**config.mk**
```make
export PLATFORM = sky130hd
export DESIGN_NAME = sparce_sasa_table_flat
export DESIGN_NICKNAME = d
export VERILOG_FILES = /design/src/rtl/sparce_sasa_table_pkg.sv /design/src/rtl/sparce_sasa_table_if.sv /design/src/rtl/sparce_sasa_table_cam.sv /design/src/rtl/sparce_sasa_table.sv /design/src/flat_wrapper.sv
export SDC_FILE = /design/constraint.sdc
export NUM_CORES = 2
export LEC_CHECK = 0
export CELL_PAD_IN_SITES_DETAIL_PLACEMENT = 1
export CELL_PAD_IN_SITES_GLOBAL_PLACEMENT = 2
export CORE_ASPECT_RATIO = 1.75
export CORE_UTILIZATION = 44
export CTS_BUF_LIST = sky130_fd_sc_hd__clkbuf_8
export CTS_CLUSTER_SIZE = 40
export DETAILED_ROUTE_END_ITERATION = 6
export PLACE_DENSITY = 0.85
export SYNTH_ARGS = -nofsm -noshare
export SYNTH_HDL_FRONTEND = slang
export SYNTH_SLANG_ARGS = --single-unit
```
**constraint.sdc**
```tcl
create_clock -name CLK -period 4 [get_ports CLK]
set_input_delay 0.4 -clock CLK [delete_from_list [all_inputs] [get_ports CLK]]
set_output_delay 0.4 -clock CLK [all_outputs]
set_load 0.01 [all_outputs]
```
**src/rtl/sparce_sasa_table_pkg.sv**
```systemverilog
// rtl/sparce_sasa_table_pkg.sv - shared types and offsets for the SparCE SASA table
// Purpose: entry layout, skip-condition encoding, store offsets and stager states.
// Ports: none (package).
package sparce_sasa_table_pkg;

  typedef enum logic [1:0] {
    COND_RS1_ZERO    = 2'b00,
    COND_RS2_ZERO    = 2'b01,
    COND_EITHER_ZERO = 2'b10,
    COND_BOTH_ZERO   = 2'b11
  } sasa_cond_t;

  typedef struct packed {
    logic [29:0] tag;
    logic [15:0] insts;
    logic [4:0]  rs1;
    logic [4:0]  rs2;
    sasa_cond_t  cond;
    logic        valid;
  } sasa_entry_t;

  localparam logic [31:0] SASA_TAG_OFF  = 32'h0;
  localparam logic [31:0] SASA_DATA_OFF = 32'h4;
  localparam logic [31:0] SASA_CFG_OFF  = 32'h8;

  typedef enum logic {
    ST_IDLE     = 1'b0,
    ST_HAVE_TAG = 1'b1
  } sasa_stage_t;

endpackage

```
**src/rtl/sparce_sasa_table_if.sv**
```systemverilog
// rtl/sparce_sasa_table_if.sv - lookup/store bus of the SASA table
// Purpose: groups the fetch pc, execute-stage store port and registered lookup results.
// Ports: slave modport = table side, master modport = pipeline side.
interface sparce_sasa_table_if;
  logic [31:0] pc;
  logic        sasa_wen;
  logic [31:0] sasa_addr;
  logic [31:0] sasa_data;
  logic        sasa_hit;
  logic [15:0] sasa_insts;
  logic [4:0]  sasa_rs1;
  logic [4:0]  sasa_rs2;
  logic [1:0]  sasa_cond;
  logic        sasa_enable;

  modport slave (
    input  pc, sasa_wen, sasa_addr, sasa_data,
    output sasa_hit, sasa_insts, sasa_rs1, sasa_rs2, sasa_cond, sasa_enable
  );

  modport master (
    output pc, sasa_wen, sasa_addr, sasa_data,
    input  sasa_hit, sasa_insts, sasa_rs1, sasa_rs2, sasa_cond, sasa_enable
  );
endinterface

```
**src/rtl/sparce_sasa_table_cam.sv**
```systemverilog
// rtl/sparce_sasa_table_cam.sv - parallel tag compare across all SASA entries
// Purpose: one-hot match of i_key against valid tags plus encoded index.
// Ports: i_tags/i_valid entry tags and valid bits, i_key search tag,
//        o_match one-hot, o_hit any match, o_idx encoded match index.
module sparce_sasa_table_cam #(
  parameter int N  = 16,
  parameter int IW = $clog2(N)
) (
  input  logic [N-1:0][29:0] i_tags,
  input  logic [N-1:0]       i_valid,
  input  logic [29:0]        i_key,
  output logic [N-1:0]       o_match,
  output logic               o_hit,
  output logic [IW-1:0]      o_idx
);

  // Tags are unique by construction, so an OR-encoder is enough; no priority needed.
  always_comb begin
    o_match = '0;
    o_idx   = '0;
    for (int i = 0; i < N; i++) begin
      o_match[i] = i_valid[i] && (i_tags[i] == i_key);
      if (o_match[i]) o_idx = o_idx | IW'(i);
    end
    o_hit = |o_match;
  end

endmodule

```
**src/rtl/sparce_sasa_table.sv**
```systemverilog
// rtl/sparce_sasa_table.sv - SparCE skip-address/skip-amount table
// Purpose: software-programmed, fully associative table looked up by fetch pc.
// Ports: CLK, nRST (async active-low), bus (slave modport: pc, sasa_wen/addr/data in;
//        sasa_hit/insts/rs1/rs2/cond/enable out, registered).
module sparce_sasa_table
  import sparce_sasa_table_pkg::*;
#(
  parameter int          SASA_ENTRIES = 16,
  parameter logic [31:0] SASA_ADDR    = 32'h0000_1000
) (
  input logic                 CLK,
  input logic                 nRST,
  sparce_sasa_table_if.slave  bus
);

  localparam int IW = $clog2(SASA_ENTRIES);

  sasa_entry_t r_entries [SASA_ENTRIES];
  logic [IW-1:0] r_ptr;
  logic [29:0]   r_tag_q;
  logic          r_enable;
  sasa_stage_t   r_stage;
  sasa_stage_t   w_stage_next;
  logic          r_hit;
  logic [15:0]   r_insts;
  logic [4:0]    r_rs1;
  logic [4:0]    r_rs2;
  sasa_cond_t    r_cond;

  logic [SASA_ENTRIES-1:0][29:0] w_tags;
  logic [SASA_ENTRIES-1:0]       w_valid;
  logic [SASA_ENTRIES-1:0]       w_lk_match;
  logic [SASA_ENTRIES-1:0]       w_wr_match;
  logic                          w_lk_hit;
  logic                          w_wr_hit;
  logic [IW-1:0]                 w_lk_idx;
  logic [IW-1:0]                 w_wr_idx;
  logic                          w_tag_sel;
  logic                          w_data_sel;
  logic                          w_cfg_sel;
  logic                          w_data_act;
  logic                          w_clear;
  sasa_entry_t                   w_new;
  logic                          w_unused;

  assign w_tag_sel  = bus.sasa_wen && (bus.sasa_addr == SASA_ADDR + SASA_TAG_OFF);
  assign w_data_sel = bus.sasa_wen && (bus.sasa_addr == SASA_ADDR + SASA_DATA_OFF);
  assign w_cfg_sel  = bus.sasa_wen && (bus.sasa_addr == SASA_ADDR + SASA_CFG_OFF);
  assign w_data_act = w_data_sel && (r_stage == ST_HAVE_TAG);
  assign w_clear    = w_cfg_sel && bus.sasa_data[1];
  assign w_unused   = &{1'b0, bus.sasa_data[3:1], bus.pc[1:0], w_lk_match, w_wr_match};

  assign w_new = '{tag:   r_tag_q,
                   insts: bus.sasa_data[31:16],
                   rs1:   bus.sasa_data[15:11],
                   rs2:   bus.sasa_data[10:6],
                   cond:  sasa_cond_t'(bus.sasa_data[5:4]),
                   valid: 1'b1};

  always_comb begin
    w_tags  = '0;
    w_valid = '0;
    for (int i = 0; i < SASA_ENTRIES; i++) begin
      w_tags[i]  = r_entries[i].tag;
      w_valid[i] = r_entries[i].valid;
    end
  end

  sparce_sasa_table_cam #(.N(SASA_ENTRIES), .IW(IW)) u_lookup_cam (
    .i_tags  (w_tags),
    .i_valid (w_valid),
    .i_key   (bus.pc[31:2]),
    .o_match (w_lk_match),
    .o_hit   (w_lk_hit),
    .o_idx   (w_lk_idx)
  );

  // Write-side match finds an existing entry for the staged tag (in-place update/invalidate).
  sparce_sasa_table_cam #(.N(SASA_ENTRIES), .IW(IW)) u_write_cam (
    .i_tags  (w_tags),
    .i_valid (w_valid),
    .i_key   (r_tag_q),
    .o_match (w_wr_match),
    .o_hit   (w_wr_hit),
    .o_idx   (w_wr_idx)
  );

  always_ff @(posedge CLK or negedge nRST) begin
    if (!nRST) r_stage <= ST_IDLE;
    else       r_stage <= w_stage_next;
  end

  always_comb begin
    w_stage_next = r_stage;
    if (w_clear)         w_stage_next = ST_IDLE;
    else if (w_tag_sel)  w_stage_next = ST_HAVE_TAG;
    else if (w_data_sel) w_stage_next = ST_IDLE;
  end

  always_ff @(posedge CLK or negedge nRST) begin
    if (!nRST) begin
      for (int i = 0; i < SASA_ENTRIES; i++) r_entries[i] <= '0;
      r_ptr    <= '0;
      r_tag_q  <= '0;
      r_enable <= 1'b0;
    end else begin
      if (w_tag_sel) r_tag_q <= bus.sasa_data[31:2];
      if (w_cfg_sel) begin
        r_enable <= bus.sasa_data[0];
        if (bus.sasa_data[1]) begin
          for (int i = 0; i < SASA_ENTRIES; i++) r_entries[i].valid <= 1'b0;
          r_ptr <= '0;
        end
      end
      if (w_data_act) begin
        if (bus.sasa_data[0]) begin
          if (w_wr_hit) begin
            r_entries[w_wr_idx] <= w_new;
          end else begin
            r_entries[r_ptr] <= w_new;
            r_ptr            <= r_ptr + IW'(1);
          end
        end else if (w_wr_hit) begin
          r_entries[w_wr_idx].valid <= 1'b0;
        end
      end
    end
  end

  // Lookup uses pre-edge table contents and enable, so results lag pc by one cycle.
  always_ff @(posedge CLK or negedge nRST) begin
    if (!nRST) begin
      r_hit   <= 1'b0;
      r_insts <= '0;
      r_rs1   <= '0;
      r_rs2   <= '0;
      r_cond  <= COND_RS1_ZERO;
    end else if (w_lk_hit && r_enable) begin
      r_hit   <= 1'b1;
      r_insts <= r_entries[w_lk_idx].insts;
      r_rs1   <= r_entries[w_lk_idx].rs1;
      r_rs2   <= r_entries[w_lk_idx].rs2;
      r_cond  <= r_entries[w_lk_idx].cond;
    end else begin
      r_hit   <= 1'b0;
      r_insts <= '0;
      r_rs1   <= '0;
      r_rs2   <= '0;
      r_cond  <= COND_RS1_ZERO;
    end
  end

  assign bus.sasa_hit    = r_hit;
  assign bus.sasa_insts  = r_insts;
  assign bus.sasa_rs1    = r_rs1;
  assign bus.sasa_rs2    = r_rs2;
  assign bus.sasa_cond   = r_cond;
  assign bus.sasa_enable = r_enable;

endmodule

```
**src/flat_wrapper.sv**
```systemverilog
// flat-port wrapper written by rule: the top's interface ports become plain ports
module sparce_sasa_table_flat import sparce_sasa_table_pkg::*;
#(
  parameter int          SASA_ENTRIES = 16,
  parameter logic [31:0] SASA_ADDR    = 32'h0000_1000
)
  (CLK, nRST, bus_pc, bus_sasa_wen, bus_sasa_addr, bus_sasa_data, bus_sasa_hit, bus_sasa_insts, bus_sasa_rs1, bus_sasa_rs2, bus_sasa_cond, bus_sasa_enable);
  sparce_sasa_table_if bus_i ();
  input logic CLK;
  input logic nRST;
  input wire logic [$bits(bus_i.pc)-1:0] bus_pc;
  input wire logic [$bits(bus_i.sasa_wen)-1:0] bus_sasa_wen;
  input wire logic [$bits(bus_i.sasa_addr)-1:0] bus_sasa_addr;
  input wire logic [$bits(bus_i.sasa_data)-1:0] bus_sasa_data;
  output wire logic [$bits(bus_i.sasa_hit)-1:0] bus_sasa_hit;
  output wire logic [$bits(bus_i.sasa_insts)-1:0] bus_sasa_insts;
  output wire logic [$bits(bus_i.sasa_rs1)-1:0] bus_sasa_rs1;
  output wire logic [$bits(bus_i.sasa_rs2)-1:0] bus_sasa_rs2;
  output wire logic [$bits(bus_i.sasa_cond)-1:0] bus_sasa_cond;
  output wire logic [$bits(bus_i.sasa_enable)-1:0] bus_sasa_enable;
  assign bus_i.pc = bus_pc;
  assign bus_i.sasa_wen = bus_sasa_wen;
  assign bus_i.sasa_addr = bus_sasa_addr;
  assign bus_i.sasa_data = bus_sasa_data;
  assign bus_sasa_hit = bus_i.sasa_hit;
  assign bus_sasa_insts = bus_i.sasa_insts;
  assign bus_sasa_rs1 = bus_i.sasa_rs1;
  assign bus_sasa_rs2 = bus_i.sasa_rs2;
  assign bus_sasa_cond = bus_i.sasa_cond;
  assign bus_sasa_enable = bus_i.sasa_enable;
  sparce_sasa_table #(.SASA_ENTRIES(SASA_ENTRIES), .SASA_ADDR(SASA_ADDR)) u_core (.CLK(CLK), .nRST(nRST), .bus(bus_i));
endmodule
```
==> results.yml <==
final_layout:
  drive_above_1_share_pct: 30.3
  syn2layout_area_growth_pct: 21.7
  fillerInstances: 13000
  multiInputGateArea_um2: 28400
  post-route-util_pct: 54.0
  seqCellArea_um2: 25300
  nNetsFinal: 5640
route:
  final_antenna_net_count: 0
  via_per_inst: 6.13
  dr.pass1.iters: 7
  vias: 44700
  wire_per_inst_um: 34.0
  drc: 0
  drt_wl_total_um: 248000
  initialDrtViolationCount: 3416
clock_tree:
  cts_tree: "yes"
  clock_latency_ns: 0.95
  cts-buffers-inserted: 157
  clockRootBuffer: "clkbuf_8"
  htree_num_levels: 4
  cts_buffer_depth: 3
  cts_num_sinks: 1009
  cts.clk_slew.worst_paths_ns: 0.06
critical_path:
  start_kind: "flop"
  endpoint_kind: "flop"
  max_stage_delay_ns: 0.61
  cp.depth: 12
  worst_ep_arrival_time_ns: 4.77
  cp_top_family: "simple AND/OR/NAND/NOR gates"
  crit_buf_inv: 3
  cpMostUsedCell: "buf_4"
  crit-reg2reg-launch: "u_core.r_tag_q[20]"
  path_max_fanout: 21
  slowest_stage: "dfrtp_4"
  path_class: "flop to flop"
  critPathLaunch: "u_core.r_tag_q[20]"
  path_cells: "xnor2_1, buf_4, nand4_1, nor4_4, a22oi_1, nand3_1, nand4b_1, nor3_1, buf_4, a41o_4, buf_12, mux2_2"
  crit_required_ns: 4.78
  ff2ff_path_depth: 12
pwr:
  pwr-share-clk_pct: 45.3
  switching_share_pct: 25.6
  seqPwrFrac_pct: 48.9
  ir_drop_mv: 0.346
  netSwitchingPower_uw: 5350
  leakage_uw: 0.0307
  combPwrFrac_pct: 5.8
  p_per_area_nw_per_um2: 311
  p_int_uw: 15500
floorplan:
  die_h_um: 470
  num_rows: 171
  io_pins: 129
  core_um2: 124000
  dieArea_um2: 127000
  die_w_um: 270
  start_util_pct: 44.4
yosys:
  synth-seq-area-share_pct: 45.8
  synth.largest_area_cell: "dfrtp_1"
  netlist_area_um2: 55200
  synth_flop_cell: "dfrtp_1"
  synth_nets: 5106
  synth_seq_cells: 1009
  netlist_top_cells_area: "dfrtp_1 46%, mux2_2 14%, xnor2_1 14%"
  ys_types: 65
  avgSynthCellArea_um2: 11.0
  synthCells: 5003
  synth_edf_count: 0
  yosysWarnings: 0
  synth_top_area_share_pct: 45.8
  async_flop_share_pct: 100
outcome:
  status: "finished, final reports clean"
grt:
  grt_use_total_pct: 38.6
  grt_pass1_vias: 48600
  grt_max_degree: 125
  grt_first_pass_wirelength_um: 350000
  antenna_found_initial: 10
  overflow: 0
place:
  portBuffers: 126
  finalWeightedCongestion: 1.02
  post-dp-hpwl_um: 178000
timing:
  tightest_slew_ns: 0.814
  fin_crit_sh_pct: 99.9
  max_freq_ghz: 0.250
  finalHoldViolations: 0
  fin_crit_ns: 4.00
  slew_viol_final: 0
  skew_ns: 0.0820
  slew_headroom_pct: 45.0
  setup_viol: 0
  fin_tns_setup_ns: 0
worst_hold_path:
  hold_path_class: "primary input to asynchronous set/reset pin"
run:
  timing.max_cap.violations: 0
[cells in the final DEF, fill, tap and decap left out, types with 106 or more instances in the layout]
| cell type | n |
|---|---|
| buf_12 | 171 |
| clkdlybuf4s50_1 | 106 |
| nor4_1 | 113 |
| dfrtp_1 | 987 |
| nand4_1 | 384 |
| mux2i_1 | 192 |
| xnor2_1 | 875 |
| o21ai_0 | 286 |
| buf_4 | 416 |
| clkbuf_8 | 201 |
| nand2_1 | 468 |
| mux2_2 | 703 |
[power groups by stage]
stage,sequential (uW),combinational (uW),clock [uW]
after floorplan,10400,414,0
after global placement,10400,1190,0
after detailed placement,10400,1200,0
after CTS,10200,1200,9540
after global routing,10200,1270,9930
final,10200,1210,9450
[registers in the layout, indices dropped and copies added, names as in the netlist, 2 cells and up]
| signal | cells |
|---|---|
| u_core.r_entries | 944 |
| u_core.r_tag_q | 30 |
| u_core.bus.sasa_rs1 | 5 |
| u_core.bus.sasa_cond | 2 |
| u_core.r_ptr | 4 |
| u_core.bus.sasa_rs2 | 5 |
| u_core.bus.sasa_insts | 16 |
[timing repair]
action / CTS / global route
hold endpoints to repair: 64 / 0
resized for setup: 19 / 43
setup buffers: 3 / 11
setup endpoints to repair: 691 / 758
cloned: 1 / 8
pin swaps: 2 / 10
hold buffers: 1 / 0
[cell usage after synthesis, drive strengths merged, types with 2 or more instances]
| cell | instances |
|---|---|
| xor2 | 67 |
| o21ai | 326 |
| clkbuf | 90 |
| nor2b | 3 |
| mux2i | 192 |
| nor4 | 132 |
| o22a | 2 |
| a32oi | 5 |
| buf | 260 |
| inv | 9 |
| a21boi | 26 |
| and2 | 69 |
| o211ai | 5 |
| a22oi | 16 |
| a2111oi | 2 |
| a21oi | 66 |
| ha | 4 |
| xnor2 | 889 |
| nand2b | 13 |
| a211oi | 2 |
| nor4b | 6 |
| nand4b | 2 |
| and4 | 2 |
| and3 | 11 |
| o221a | 27 |
| nor2 | 52 |
| nand4 | 384 |
| nor3 | 10 |
| dfrtp | 1009 |
| or3 | 2 |
| mux2 | 707 |
| nand2 | 473 |
| nand3 | 93 |
| a31o | 29 |
| or2 | 3 |
| nor3b | 2 |
| or4 | 2 |
[final timing paths]
check | end | slack (ns)
max | u_core.r_entries[255] | 0.002
min | u_core.r_entries[668] | 0.12
max reg2reg | u_core.r_entries[255] | 0.002
min reg2reg | u_core.r_entries[489] | 0.48
max in group asynchronous | u_core.r_tag_q[7] | 2.55
min in group CLK | u_core.r_tag_q[1] | 0.12
[cells by family after synthesis]
group,after synthesis,share of synthesized area [%]
compound gates,514,5.62
xor+xnor,956,15.2
fa+ha+maj,4,0.0907
buf+inv,359,3.60
flops,1009,45.8
mux,899,17.9
simple gates,1262,11.8
[layer usage]
layer	up-vias	global-route usage, %	share of wire (%)
met3	934	6.96	5.8
met2	1846	65.9	49
met1	23100	41.1	35
met5	-	0	0.024
met4	10	33.7	10
li1	18800	-	-
[area by class of cell]
class	count	share of cell area (%)
sequential	1009	37.7
antenna	3	0.0112
clock buffer	201	4.12
tap	1643	3.06
inverter	9	0.0503
multi-input combinational	3635	42.4
clock inverter	77	0.838
timing repair buffer	725	11.9
[metrics by stage]
stage / worst slack, ns / std cells / area, um2 / hold WS (ns) / total power [uW]
floorplan: 0.795 / 5003 / 55200 / 0.104 / 10800
global placement: -0.316 / 6997 / 63100 / 0.456 / 11600
detailed placement: -0.328 / 6997 / 63100 / 0.468 / 11600
CTS: 0.00252 / 7280 / 66600 / 0.0783 / 20900
global route: -0.0711 / 7300 / 67100 / 0.131 / 21400
finish: 0.00241 / 7302 / 67200 / 0.119 / 20900
(Power assumes the default switching activity.)
